--- config.mk ---
export PLATFORM = sky130hd
export DESIGN_NAME = memory
export DESIGN_NICKNAME = d
export VERILOG_FILES = /design/src/rtl/memory.sv
export SDC_FILE = /design/constraint.sdc
export NUM_CORES = 1
export LEC_CHECK = 0
export BUFFER_PORTS_ARGS = -buffer_cell sky130_fd_sc_hd__buf_2
export CORE_AREA = 2 2 297 299
export DETAILED_ROUTE_END_ITERATION = 10
export DIE_AREA = 0 0 299 301
export PLACE_DENSITY_LB_ADDON = 0.25
export RECOVER_POWER = 50
export SKIP_CTS_REPAIR_TIMING = 1
export SLEW_MARGIN = 10
export SYNTH_ARGS = -nofsm -noshare
export SYNTH_HDL_FRONTEND = slang
export SYNTH_SLANG_ARGS = --single-unit
export TNS_END_PERCENT = 10
--- constraint.sdc ---
create_clock -name clk -period 4.72 [get_ports clk]
set_input_delay 0.472 -clock clk [delete_from_list [all_inputs] [get_ports clk]]
set_output_delay 0.472 -clock clk [all_outputs]
set_load 0.03 [all_outputs]
--- src/rtl/memory.sv ---
// Memory-access pipeline stage: issues data-bus loads/stores, holds them until data_ok,
// aligns store data/strobes and extends load data for writeback.
package common;
    typedef logic [63:0] word_t;
    typedef enum logic [1:0] {MSIZE1, MSIZE2, MSIZE4, MSIZE8} msize_t;

    typedef struct packed {
        logic        valid;
        word_t       addr;
        msize_t      size;
        logic [7:0]  strobe;
        word_t       data;
    } dbus_req_t;

    typedef struct packed {
        logic        addr_ok;
        logic        data_ok;
        word_t       data;
    } dbus_resp_t;

    typedef struct packed {
        logic        valid;
        logic        regwrite;
        logic        memtoreg;
        logic        memread;
        logic        memwrite;
        word_t       writedata;
        word_t       aluout;
        msize_t      msize;
        logic        mem_unsigned;
        logic [4:0]  dst;
        word_t       pc;
        logic [31:0] raw_instr;
        logic [11:0] csr;
    } execute_data_t;

    typedef struct packed {
        logic        valid;
        logic        regwrite;
        logic        memtoreg;
        logic        memread;
        logic        memwrite;
        word_t       writedata;
        word_t       aluout;
        msize_t      msize;
        logic        mem_unsigned;
        logic [4:0]  dst;
        word_t       pc;
        logic [31:0] raw_instr;
        logic [11:0] csr;
        word_t       result;
        logic        misalign;
    } memory_data_t;
endpackage

module memory
    import common::*;
(
    input  logic          clk,
    input  logic          reset,
    input  execute_data_t dataE,
    input  logic          stall_in,
    output dbus_req_t     dreq,
    input  dbus_resp_t    dresp,
    output memory_data_t  dataM,
    output logic          memstall
);
    typedef enum logic [1:0] {IDLE, WAIT, DONE} state_t;

    state_t     state;
    word_t      rbuf;
    logic       is_mem, mis_bits, misalign, acc;
    logic [2:0] off;
    logic [7:0] strobe_base;
    word_t      rdata, raw, ext;
    logic       unused;

    // Sequencing relies solely on data_ok.
    assign unused = dresp.addr_ok;

    assign off    = dataE.aluout[2:0];
    assign is_mem = dataE.valid & (dataE.memread | dataE.memwrite);

    always_comb begin
        mis_bits    = 1'b0;
        strobe_base = 8'h01;
        case (dataE.msize)
            MSIZE1: begin mis_bits = 1'b0;      strobe_base = 8'h01; end
            MSIZE2: begin mis_bits = off[0];    strobe_base = 8'h03; end
            MSIZE4: begin mis_bits = |off[1:0]; strobe_base = 8'h0F; end
            MSIZE8: begin mis_bits = |off;      strobe_base = 8'hFF; end
            default: ;
        endcase
    end

    assign misalign = is_mem & mis_bits;
    assign acc      = is_mem & ~misalign;
    assign memstall = (state != DONE) & acc & ~dresp.data_ok;

    always_ff @(posedge clk) begin
        if (reset) begin
            state <= IDLE;
            rbuf  <= '0;
        end else begin
            case (state)
                IDLE, WAIT: begin
                    if (acc && dresp.data_ok) begin
                        // The completed word must survive until M/W unfreezes.
                        if (stall_in) begin
                            state <= DONE;
                            rbuf  <= dresp.data;
                        end else begin
                            state <= IDLE;
                        end
                    end else if (acc) begin
                        state <= WAIT;
                    end else begin
                        state <= IDLE;
                    end
                end
                DONE: if (!stall_in) state <= IDLE;
                default: state <= IDLE;
            endcase
        end
    end

    always_comb begin
        dreq        = '0;
        dreq.valid  = (state != DONE) & acc;
        dreq.addr   = dataE.aluout;
        dreq.size   = dataE.msize;
        dreq.strobe = dataE.memwrite ? 8'(strobe_base << off) : 8'h00;
        dreq.data   = dataE.writedata << {off, 3'b000};
    end

    assign rdata = (state == DONE) ? rbuf : dresp.data;
    assign raw   = rdata >> {off, 3'b000};

    always_comb begin
        ext = raw;
        case (dataE.msize)
            MSIZE1: ext = {{56{raw[7]  & ~dataE.mem_unsigned}}, raw[7:0]};
            MSIZE2: ext = {{48{raw[15] & ~dataE.mem_unsigned}}, raw[15:0]};
            MSIZE4: ext = {{32{raw[31] & ~dataE.mem_unsigned}}, raw[31:0]};
            MSIZE8: ext = raw;
            default: ;
        endcase
    end

    always_comb begin
        dataM              = '0;
        dataM.valid        = dataE.valid & ~memstall;
        dataM.regwrite     = dataE.regwrite & ~misalign;
        dataM.memtoreg     = dataE.memtoreg;
        dataM.memread      = dataE.memread;
        dataM.memwrite     = dataE.memwrite;
        dataM.writedata    = dataE.writedata;
        dataM.aluout       = dataE.aluout;
        dataM.msize        = dataE.msize;
        dataM.mem_unsigned = dataE.mem_unsigned;
        dataM.dst          = dataE.dst;
        dataM.pc           = dataE.pc;
        dataM.raw_instr    = dataE.raw_instr;
        dataM.csr          = dataE.csr;
        dataM.result       = dataE.memtoreg ? ext : dataE.aluout;
        dataM.misalign     = misalign;
    end
endmodule
==> results.sh <==
export IMPL_crit_type="reg -> out"
export IMPL_worstSetupStartpointType="flip-flop"
export IMPL_row_count=108
export IMPL_clock_sinks=66
export IMPL_ys_warn_count=0
export IMPL_drv_slew=0
export IMPL_layout_commonest_cell="buf_2"
export IMPL_numCtsBuffers=9
export IMPL_ys_flop_type="dfxtp_1"
export IMPL_status="complete, no violations"
export IMPL_drtIter0Drc=703
export IMPL_cp_cell_sequence="nand2b_4 -> buf_4 -> mux4_2 -> mux2i_1 -> a21oi_1 -> o21ai_0 -> o21ai_0 -> buf_2"
export IMPL_clock_latency_ps=330
export IMPL_drc_errors=0
export IMPL_endpoint_kind="primary output"
export IMPL_finalCritPeriodShare_pct=83.1
export IMPL_synthToLayoutAreaGrowth_pct=17.5
export IMPL_cap_violations=0
export IMPL_worst_slew_pin_transition_ps=861
export IMPL_drt_wirelength_per_cell_um=22.5
export IMPL_antenna_found_initial=49
export IMPL_dpl_cell_area_sq_um=11600
export IMPL_setup_violations=0
export IMPL_skew_ps=6.98
export IMPL_yosys_area_top_type="buf_4"
export IMPL_seq_area_frac_synth_pct=13.3
export IMPL_worstPathArrival_ps=3450
export IMPL_relSlewSlack_pct=42.6
export IMPL_dr_pass1_iters=5
export IMPL_cp_max_fo=47
export IMPL_dp_final_hpwl_um=49800
export IMPL_hold_class="in -> reg"
export IMPL_fillerInstances=10178
export IMPL_whs_endpoint="state[0]"
export IMPL_ios=772
export IMPL_cpPeakStageDelay_ps=640
export IMPL_syn_area_per_cell_sq_um=7.34
export IMPL_coreArea_sq_um=86500
export IMPL_grt_pass1_wl_um=80500
export IMPL_synth_area_top_cells="buf_4 (24%), dfxtp_1 (13%), mux4_2 (11%)"
export IMPL_power_density_nw_per_um2=234
export IMPL_max_clock_freq_mhz=255
export IMPL_synth_cells=1357
export IMPL_grt_overflow=0
export IMPL_synth_edff_count=0
export IMPL_p_leak_nw=4.93
export IMPL_hold_viol=0
export IMPL_h_tree_depth=3
export IMPL_dr_total_vias=10170
export IMPL_crit_top_cell="o21ai_0"
export IMPL_nets=1846
export IMPL_via_per_inst=3.78
export IMPL_mappedNetlistArea_sq_um=9970
export IMPL_min_from="dresp[64]"
export IMPL_reg2regPathDepth=5
export IMPL_root_buffer="clkbuf_16"
export IMPL_drive_above_1_share_pct=35.1
export IMPL_crit_required_ps=4250
export IMPL_tns_ps=0
export IMPL_dieArea_sq_um=90000
export IMPL_synthesis_nets=1675
export IMPL_cts_path_max_buffers=2
export IMPL_cpMaxStageDelayCell="nand2b_4"
export IMPL_placed_cells=2672
export IMPL_min_period_ps=3920
export IMPL_io_buffers=544
export IMPL_cts_tree="yes"
export IMPL_rsz0062_at_grt="no"
export IMPL_synth_cell_type_count=51
export IMPL_async_reset_ff_share_pct=0
export IMPL_start_util_pct=11.5
export IMPL_synth_top_area_share_pct=23.8
export IMPL_clkSlewWorstSetupHoldPaths_ps=60
export IMPL_grt_max_degree=78
export IMPL_die_w_um=299
export IMPL_ant_nets=0
export IMPL_grt_pass1_vias=9534
export IMPL_dieHeight_um=301
export IMPL_grt_usage_pct=12.6
export IMPL_ys_ff_latch=66
export IMPL_hold_path_cell_count=2
export IMPL_ff2ff_setup_slack_ps=3000
export IMPL_final_cell_mix="buf_2 (394), nand2_1 (238), clkbuf_1 (149)"
export IMPL_r2r_end="rbuf[49]"
export IMPL_r2r_start="state[1]"
export IMPL_design_area_sq_um=11700
export IMPL_routed_wl_um=60600
export IMPL_irDropWorstVdd_v=0.000136
export IMPL_gp_routability_congestion=0.796
export IMPL_fin_cells=2694
[worst max path at each step]
| stage | from | endpoint | slack, ps | cells past startpoint |
|---|---|---|---|---|
| floorplan | dataE[116] | dreq[32] | 1800 | 7 |
| global placement | state[1] | dataM[9] | 1040 | 8 |
| detailed placement | state[1] | dataM[9] | 1070 | 8 |
| CTS | state[1] | dataM[9] | 680 | 8 |
| global route | state[1] | dataM[1] | 480 | 8 |
| finish | state[1] | dataM[1] | 800 | 8 |
[power breakdown]
part           total, mW  internal [mW]  leakage, nW  switching, mW
Sequential         0.574          0.567        0.533        0.00672
Combinational       1.43          0.411         4.25           1.02
Clock              0.733          0.463        0.154          0.271
[synth_stat cells, types with 2 or more instances]
library cell and number:
a21oi_1 145, a221oi_1 4, a22oi_1 7, a311oi_1 3
a31oi_1 16, and2_1 20, buf_1 18, buf_2 14
buf_4 316, buf_6 7, clkbuf_1 53, clkinv_1 2
dfxtp_1 66, mux2_2 32, mux2i_1 89, mux4_2 49
nand2_1 238, nand3_1 13, nand4_1 3, nor2_1 131
nor2b_1 5, nor3_1 3, nor3b_1 2, o211a_1 2
o211ai_1 4, o21a_1 2, o21ai_0 37, o22a_1 35
o22ai_1 15, or2_2 5
[worst max-delay path, delay by kind of cell, from the launching register on]
kind / cells / cell delay [ps]
muxes: 2 / 1020
DFF: 1 / 350
AOI/OAI and AO/OA: 3 / 390
and+or+nand+nor: 1 / 640
buffers and inverters: 2 / 670
[final cells by class]
cell class / instances / area (sq um) / share of cell area [%]
well taps: 1155 / 1450 / 12.3
clock inverters: 5 / 78.8 / 0.673
flip-flops and latches: 66 / 1320 / 11.3
multi-input cells: 879 / 5850 / 49.9
inverters: 3 / 11.3 / 0.0962
repair buffers: 569 / 2760 / 23.6
diodes: 6 / 15.0 / 0.128
clock buffers: 11 / 233 / 1.99
[per-stage QoR]
step / setup WS, ps / utilization, % / power [mW] / hold slack, ps
6_report: 798 / 13.5 / 2.74 / 372
5_1_grt: 481 / 13.5 / 2.87 / 367
4_1_cts: 681 / 13.7 / 2.79 / 351
3_5_place_dp: 1070 / 13.4 / 2.05 / 446
3_3_place_gp: 1040 / 13.4 / 2.05 / 442
2_1_floorplan: 1800 / - / 1.78 / 433
[routing by layer]
| metal | track usage [%] | vias up | share of wire, % |
|---|---|---|---|
| li1 | - | 4732 | - |
| met1 | 17.5 | 4881 | 46 |
| met2 | 18.1 | 389 | 41 |
| met3 | 4.59 | 126 | 9.7 |
| met4 | 3.60 | 42 | 2.8 |
| met5 | 0 | - | 0.43 |
[kinds of logic after synthesis]
family	Yosys count	synth area share [%]
compound gates	281	17.2
buf+inv	412	28.3
flops	66	13.3
mux	170	23.6
simple gates	428	17.6
[flip-flops by register name, summed over array words and instances (netlist names)]
name,cells
state,2
rbuf,64
Power figures use the tool's default switching activity.
